File: config.mk
export PLATFORM = sky130hd
export DESIGN_NAME = nibble_add_seq
export DESIGN_NICKNAME = d
export VERILOG_FILES = /design/src/rtl/nibble_add_seq.sv
export SDC_FILE = /design/constraint.sdc
export NUM_CORES = 1
export LEC_CHECK = 0
export CAP_MARGIN = 20
export CORE_ASPECT_RATIO = 0.75
export CORE_MARGIN = 3
export CORE_UTILIZATION = 48
export DETAILED_ROUTE_END_ITERATION = 12
export PLACE_DENSITY = 0.91
export REMOVE_ABC_BUFFERS = 1
export SLEW_MARGIN = 0
export SYNTH_ARGS = -nofsm -noshare
export SYNTH_HDL_FRONTEND = slang
export SYNTH_SLANG_ARGS = --single-unit
File: constraint.sdc
create_clock -name clk -period 2.31 [get_ports clk]
set_input_delay 0.3465 -clock clk [delete_from_list [all_inputs] [get_ports clk]]
set_output_delay 0.3465 -clock clk [all_outputs]
set_load 0.01 [all_outputs]
File: src/rtl/nibble_add_seq.sv
// Sequences one external 4-bit CLA slice to perform a WIDTH-bit add/subtract,
// one nibble per clock, LSB first, with request/response handshakes.
module nibble_add_seq #(
  parameter int unsigned WIDTH = 16
) (
  input  logic             clk,
  input  logic             rst,
  input  logic             req_valid,
  output logic             req_ready,
  input  logic [WIDTH-1:0] op_a,
  input  logic [WIDTH-1:0] op_b,
  input  logic             op_sub,
  output logic             rsp_valid,
  input  logic             rsp_ready,
  output logic [WIDTH-1:0] result,
  output logic             carry_out,
  output logic             overflow,
  output logic [3:0]       cla_a,
  output logic [3:0]       cla_b,
  output logic             cla_cin,
  input  logic [3:0]       cla_sum,
  input  logic             cla_cout
);

  localparam int unsigned NIB   = WIDTH / 4;
  localparam int unsigned StepW = $clog2(NIB);
  localparam int unsigned IdxW  = StepW + 2;
  localparam logic [StepW-1:0] LastStep = StepW'(NIB - 1);

  typedef enum logic [1:0] {StIdle, StRun, StDone} state_e;

  state_e state_q, state_d;

  logic [WIDTH-1:0] a_q, a_d;
  logic [WIDTH-1:0] b_q, b_d;
  logic [WIDTH-1:0] result_q, result_d;
  logic [StepW-1:0] step_q, step_d;
  logic             carry_q, carry_d;
  logic             carry_out_q, carry_out_d;
  logic             overflow_q, overflow_d;
  logic             req_ready_q;
  logic [IdxW-1:0]  bit_idx;
  logic             accept;
  logic             last_step;

  assign bit_idx   = {step_q, 2'b00};
  assign accept    = (state_q == StIdle) && req_valid && req_ready_q;
  assign last_step = (step_q == LastStep);

  // State register
  always_ff @(posedge clk) begin
    if (rst) begin
      state_q <= StIdle;
    end else begin
      state_q <= state_d;
    end
  end

  // Next-state logic
  always_comb begin
    state_d = state_q;
    unique case (state_q)
      StIdle:  if (accept) state_d = StRun;
      StRun:   if (last_step) state_d = StDone;
      StDone:  if (rsp_ready) state_d = StIdle;
      default: state_d = StIdle;
    endcase
  end

  // Outputs; the slice is driven only while stepping
  always_comb begin
    req_ready = req_ready_q;
    rsp_valid = (state_q == StDone);
    result    = result_q;
    carry_out = carry_out_q;
    overflow  = overflow_q;
    cla_a     = 4'h0;
    cla_b     = 4'h0;
    cla_cin   = 1'b0;
    if (state_q == StRun) begin
      cla_a   = a_q[bit_idx +: 4];
      cla_b   = b_q[bit_idx +: 4];
      cla_cin = carry_q;
    end
  end

  // Datapath next-state
  always_comb begin
    a_d         = a_q;
    b_d         = b_q;
    result_d    = result_q;
    step_d      = step_q;
    carry_d     = carry_q;
    carry_out_d = carry_out_q;
    overflow_d  = overflow_q;
    if (accept) begin
      a_d     = op_a;
      b_d     = op_b ^ {WIDTH{op_sub}};
      carry_d = op_sub;
      step_d  = '0;
    end else if (state_q == StRun) begin
      result_d[bit_idx +: 4] = cla_sum;
      carry_d                = cla_cout;
      if (last_step) begin
        step_d      = '0;
        carry_out_d = cla_cout;
        overflow_d  = (a_q[WIDTH-1] == b_q[WIDTH-1]) && (cla_sum[3] != a_q[WIDTH-1]);
      end else begin
        step_d = step_q + StepW'(1);
      end
    end
  end

  always_ff @(posedge clk) begin
    if (rst) begin
      a_q         <= '0;
      b_q         <= '0;
      result_q    <= '0;
      step_q      <= '0;
      carry_q     <= 1'b0;
      carry_out_q <= 1'b0;
      overflow_q  <= 1'b0;
      req_ready_q <= 1'b0;
    end else begin
      a_q         <= a_d;
      b_q         <= b_d;
      result_q    <= result_d;
      step_q      <= step_d;
      carry_q     <= carry_d;
      carry_out_q <= carry_out_d;
      overflow_q  <= overflow_d;
      req_ready_q <= (state_d == StIdle);
    end
  end

endmodule
==> reports/results.ini, run 1 <==
[worst_setup_path]
crit_path_cell_trace = buf_6 > mux4_2 > and2_1 > dlygate4sd2_1
required_ns = 1.96
worst-path-max-fanout = 5
crit_path_top_delay_cell = mux4_2
critical_path_buf_inv_count = 2
crit_arrival_ns = 1.78
timing.setup.critical_path_class = flop to output port
critical_path.max_stage_delay_ns = 0.49
end_kind = output port
start_kind = flop
cpLargestDelayFamily = multiplexers

[placed_design]
dp_hpwl_um = 4410
dp.cells = 408
placedInstanceArea_um2 = 3430
place_congestion = 0.756
port-buffer-count = 70
detailedPlace.worstSlack_ns = 0.280

[floorplanning]
core_area_um2 = 5150
design.die.area_um2 = 6550
die_x_um = 92.5
dieHeight_um = 70.9
initial_standard_cell_utilization_of_the_core_pct = 52.3
io-pin-count = 71
placementRows = 22

[timing]
slew_viol_final = 0
final.min_clock_period_ns = 2.13
grt_setup_unrepaired = false
fin_skew_ns = 0.00753
worst_pin_slew_ns = 0.591
timing.final.crit_share_pct = 92.0
maxSlewHeadroom_pct = 60.6
final_setup_violation_count = 0
finalHoldViolations = 0
postLayoutSetupSlackWorst_ns = 0.185
finalHoldWorstSlack_ns = 0.460
clock.fmax_mhz = 471

[route]
number_of_vias_after_detailed_routing = 2265
drt-pass1-iter-count = 4
drtAntennaViolNets = 0
routedWlPerCell_um = 14.9
post_drt_via_cell_ratio = 5.43
detail_route.wirelength_um = 6230
route.detailed.drc = 0
drt-initial-drc-count = 139

[synthesis]
ranking_of_synthesized_cells_by_area = dfxtp_1 (42%), a211oi_2 (7.4%), mux4_2 (6.7%)
synth_cell_type_count = 35
yosysTopAreaCell = dfxtp_1
synth-async-reset-ratio_pct = 0
synth-warning-count = 0
synth_enable_flop_cells = 0
synth.yosys.seq_area_share_pct = 41.6
synth.top_cell.area_share_pct = 41.6
synthesis.area_per_instance_um2 = 9.72
synthesized_cell_area_um2 = 2690
postSynthCellCount = 277
synth_seq_cells = 56
synthFlopType = dfxtp_1

[clock_tree]
postCtsHoldBufs = 0
clkLatencyLatePin_ns = 0.31
clkSlewWorstSetupHoldPaths_ns = 0.09
clock-root-buffer = clkbuf_8
tritoncts_clock_tree = done
number_of_h_tree_branching_levels = 2
ctsLongestPathBuffers = 2
cts_made_buffers = 5
sink_count_of_the_clock_tree = 56

[cells_and_area]
number_of_non_filler_instances_in_the_completed_layout = 417
final_common_cell = clkdlybuf4s50_1
finish.instance_area_um2 = 3560
final_cell_mix = clkdlybuf4s50_1 (61), dfxtp_1 (55), nand2_1 (39), a21oi_1 (28), nor2_1 (27)
layout_cells_sized_above_1_pct = 14.8
final_nets = 393
syn2layout_area_growth_pct = 32.1
diodes_inserted = 0

[power_and_ir_drop]
power.static_leakage_nw = 1.29
vdd.ir_drop.worst_uv = 350
total_power_w = 0.00197
cellPowerDensity_nw_per_um2 = 555

[grt]
number_of_global_route_vias_before_repair = 2171
grt_remaining_overflow = 0
first_pass_grt_wire_length_um = 10200
grt_start_max_net_pins = 53
grt_use_total_pct = 19.6
number_of_antenna_violations_at_the_first_check_in_global_routing = 0

[min_path]
hp-class = flop to flop

[outcome]
outcome = finished clean

[run]
maxCapViolations = 0

-- power by group --
part | switching (W) | total (W) | internal [W] | leakage [nW]
sequential | 0.0000251 | 0.00104 | 0.00101 | 0.456
combinational | 0.000179 | 0.000373 | 0.000194 | 0.788
clock | 0.000294 | 0.000562 | 0.000268 | 0.0503
total | 0.000498 | 0.00197 | 0.00147 | 1.29
-- synth_stat cells, types with 2 or more instances --
cell	count
a21oi_1	28
buf_6	7
mux4_2	8
buf_4	4
a211oi_2	16
nand2_1	39
nand3_1	6
nor2b_1	3
and2_1	9
nand3b_1	4
ha_1	6
nor3_1	2
o21ai_0	4
buf_2	4
a211oi_1	2
a32oi_1	8
buf_1	2
nand4_1	4
and3b_1	2
dfxtp_1	56
clkbuf_1	6
inv_1	3
xnor2_1	16
nor2_1	27
-- kinds of logic after synthesis --
kind of cell	Yosys count	synth area share (%)
AND/OR/NAND/NOR	103	19.6
buffers and inverters	26	6.32
AO/OA/AOI/OAI	61	17.4
XOR/XNOR	16	5.20
adder cells (fa/ha/maj)	6	2.79
multiplexers	9	7.06
flip-flops	56	41.6
-- registers in the layout, summed over array words and instances, names as in the netlist --
name       flops
carry_q        1
a_q           16
b_q           16
result        16
step_q         2
req_ready      1
state_q        2
carry_out      1
overflow       1
-- tightest hold or removal path: stages (launching register included) --
cell	delay, ns
dfxtp_1	0.32
nand2_1	0.05
a21oi_1	0.05
-- path summary, 6_finish.rpt --
check / start / endpoint / slack (ns) / cells past startpoint
worst max-delay path: step_q[0] / cla_a[0] / 0.18 / 4
worst min-delay path: a_q[11] / a_q[11] / 0.46 / 2
worst max register to register: step_q[0] / result[15] / 0.32 / 8
worst min register to register: a_q[11] / a_q[11] / 0.46 / 2
-- metal layers --
layer	vias to the layer above	wire [um]	part of all wire [%]	track usage (%)
met2	94	2950	47	33.3
li1	1105	-	-	-
met5	-	0	0	0
met4	0	64	1.0	6.59
met3	4	517	8.3	4.57
met1	1062	2700	43	24.8
-- stage by stage --
stage,setup TNS (ns),util [%]
after global placement,0,66.7
final,0,69.1
after floorplan,-5.12,-
after global routing,0,69.1
after detailed placement,0,66.7
after CTS,0,68.9
-- timing repair --
action,in CTS,in global routing
endpoints found under the setup margin,8,3
gates cloned,1,0
resized for setup,9,3
buffers inserted,1,0
-- cell type report --
type                       instances  area, um2
clock buffer                       7       96.3
multi-input combinational        195       1400
sequential                        56       1120
tap                               72       90.1
fill                             409       1590
inverter                           3       11.3
timing repair buffer              84        835
No activity file was read; power rests on OpenSTA's default activity.
==> run 2, diff against run 1 <==
- RECOVER_POWER: not set -> 50
==> run 2 against run 1 <==
Net effect: first-iteration DRC count is 12% lower; largest cell class unchanged; utilization is 0.32 points lower; highest routed layer unchanged; critical endpoint unchanged; cell area fell by 0.46%.
==> reports/results.ini, run 2 (same netlist as run 1, synthesis figures left out) <==
[outcome]
outcome = finished clean

[worst_setup_path]
reg2regPathDepth = 8
timing.setup.critical_path_class = flop to output port
critPathLaunch = step_q[0]
end_kind = output port
crit_arrival_ns = 1.82
start_kind = flop
worst-path-max-fanout = 5
crit-reg2reg-launch = step_q[0]
required_ns = 1.96

[timing]
fin_skew_ns = 0.00643
final.min_clock_period_ns = 2.17
finalHoldViolations = 0
grt_setup_unrepaired = false
slew_viol_final = 0
worst_pin_slew_ns = 0.597
finalHoldWorstSlack_ns = 0.460
maxSlewHeadroom_pct = 60.2
timing.final.crit_share_pct = 94.0
final_setup_violation_count = 0
clock.fmax_mhz = 461
postLayoutSetupSlackWorst_ns = 0.139

[floorplanning]
core_area_um2 = 5150
placementRows = 22
dieHeight_um = 70.9
design.die.area_um2 = 6550
io-pin-count = 71
die_x_um = 92.5
initial_standard_cell_utilization_of_the_core_pct = 52.3

[power_and_ir_drop]
vdd.ir_drop.worst_uv = 350
cellPowerDensity_nw_per_um2 = 555
power.static_leakage_nw = 1.36

[clock_tree]
cts_made_buffers = 5
postCtsHoldBufs = 0
number_of_h_tree_branching_levels = 2
clkLatencyLatePin_ns = 0.31
ctsLongestPathBuffers = 2
clkSlewWorstSetupHoldPaths_ns = 0.09
tritoncts_clock_tree = done
sink_count_of_the_clock_tree = 56
clock-root-buffer = clkbuf_8

[placed_design]
placedInstanceArea_um2 = 3430
detailedPlace.worstSlack_ns = 0.280
dp.cells = 408
dp_hpwl_um = 4410
place_congestion = 0.756
port-buffer-count = 70

[route]
number_of_vias_after_detailed_routing = 2248
drt-pass1-iter-count = 4
drtAntennaViolNets = 0
routedWlPerCell_um = 14.9
drt-initial-drc-count = 123
route.detailed.drc = 0
detail_route.wirelength_um = 6230
post_drt_via_cell_ratio = 5.39

[grt]
grt_remaining_overflow = 0
grt_start_max_net_pins = 53
number_of_antenna_violations_at_the_first_check_in_global_routing = 0
globalRouteMet3Util_pct = 4.57
first_pass_grt_wire_length_um = 10200
grt_use_total_pct = 19.6
number_of_global_route_vias_before_repair = 2171
use_met2_pct = 33.3
grt_busiest_layer = met2
groute.layer.met1.usage_pct = 24.8

[cells_and_area]
number_of_non_filler_instances_in_the_completed_layout = 417
diodes_inserted = 0
layout_cells_sized_above_1_pct = 14.2
final_nets = 393
final_cell_mix = dfxtp_1 (56), clkdlybuf4s50_1 (41), nand2_1 (39), a21oi_1 (28), nor2_1 (27)
final_common_cell = dfxtp_1
syn2layout_area_growth_pct = 31.5
finish.instance_area_um2 = 3540

[run]
maxCapViolations = 0

[min_path]
holdPathStages = 2
hold_start = a_q[12]
hp-class = flop to flop

==> run 2: cell count changes in the layout (fill, tap and decap cells not counted), sizes merged <==
cell	delta
clkdlybuf4s50	-20
dlygate4sd3	+20
==> run 2: worst max-delay path: stages, from the launching register on <==
cell and delay (ns):
dfxtp_1 0.39, buf_6 0.17, mux4_2 0.49, and2_1 0.18
dlygate4sd2_1 0.28
==> run 2: cell type report <==
cell class / instances / area [um2]
Fill cell: 412 / 1610
Multi-Input combinational cell: 195 / 1390
Sequential cell: 56 / 1120
Timing Repair Buffer: 84 / 835
Clock buffer: 7 / 96.3
Tap cell: 72 / 90.1
Inverter: 3 / 11.3
==> run 2: report_power, final <==
| part | internal [W] | total (W) | leakage [nW] | switching [W] |
|---|---|---|---|---|
| logic | 0.000189 | 0.000367 | 0.850 | 0.000178 |
| clock network | 0.000267 | 0.000561 | 0.0503 | 0.000293 |
| registers | 0.00101 | 0.00104 | 0.456 | 0.0000249 |
| total | 0.00147 | 0.00196 | 1.36 | 0.000496 |
==> run 2: layer usage <==
layer / up-vias / share of wire, %
li1: 1104 / -
met1: 1057 / 43
met2: 81 / 48
met3: 6 / 8.1
met4: 0 / 1.1
met5: - / 0
==> run 2: worst paths after layout <==
check | to | slack, ns
setup / recovery | cla_a[0] | 0.14
hold / removal | a_q[12] | 0.46
setup reg to reg | result[15] | 0.25
hold reg to reg | a_q[12] | 0.46
==> run 2: timing repair <==
action,4_1_cts,5_1_grt
cloned,1,0
buffers inserted,1,0
setup endpoints to repair,8,3
pin swaps,0,0
gates resized for setup,9,3
==> run 2: metrics by stage <==
stage          utilization [%]  TNS [ns]  power, W
3_3_place_gp              66.7         0   0.00141
3_5_place_dp              66.7         0   0.00143
6_report                  68.8         0   0.00196
4_1_cts                   68.9         0   0.00199
5_1_grt                   68.8         0   0.00204
2_1_floorplan                -     -5.12   0.00125
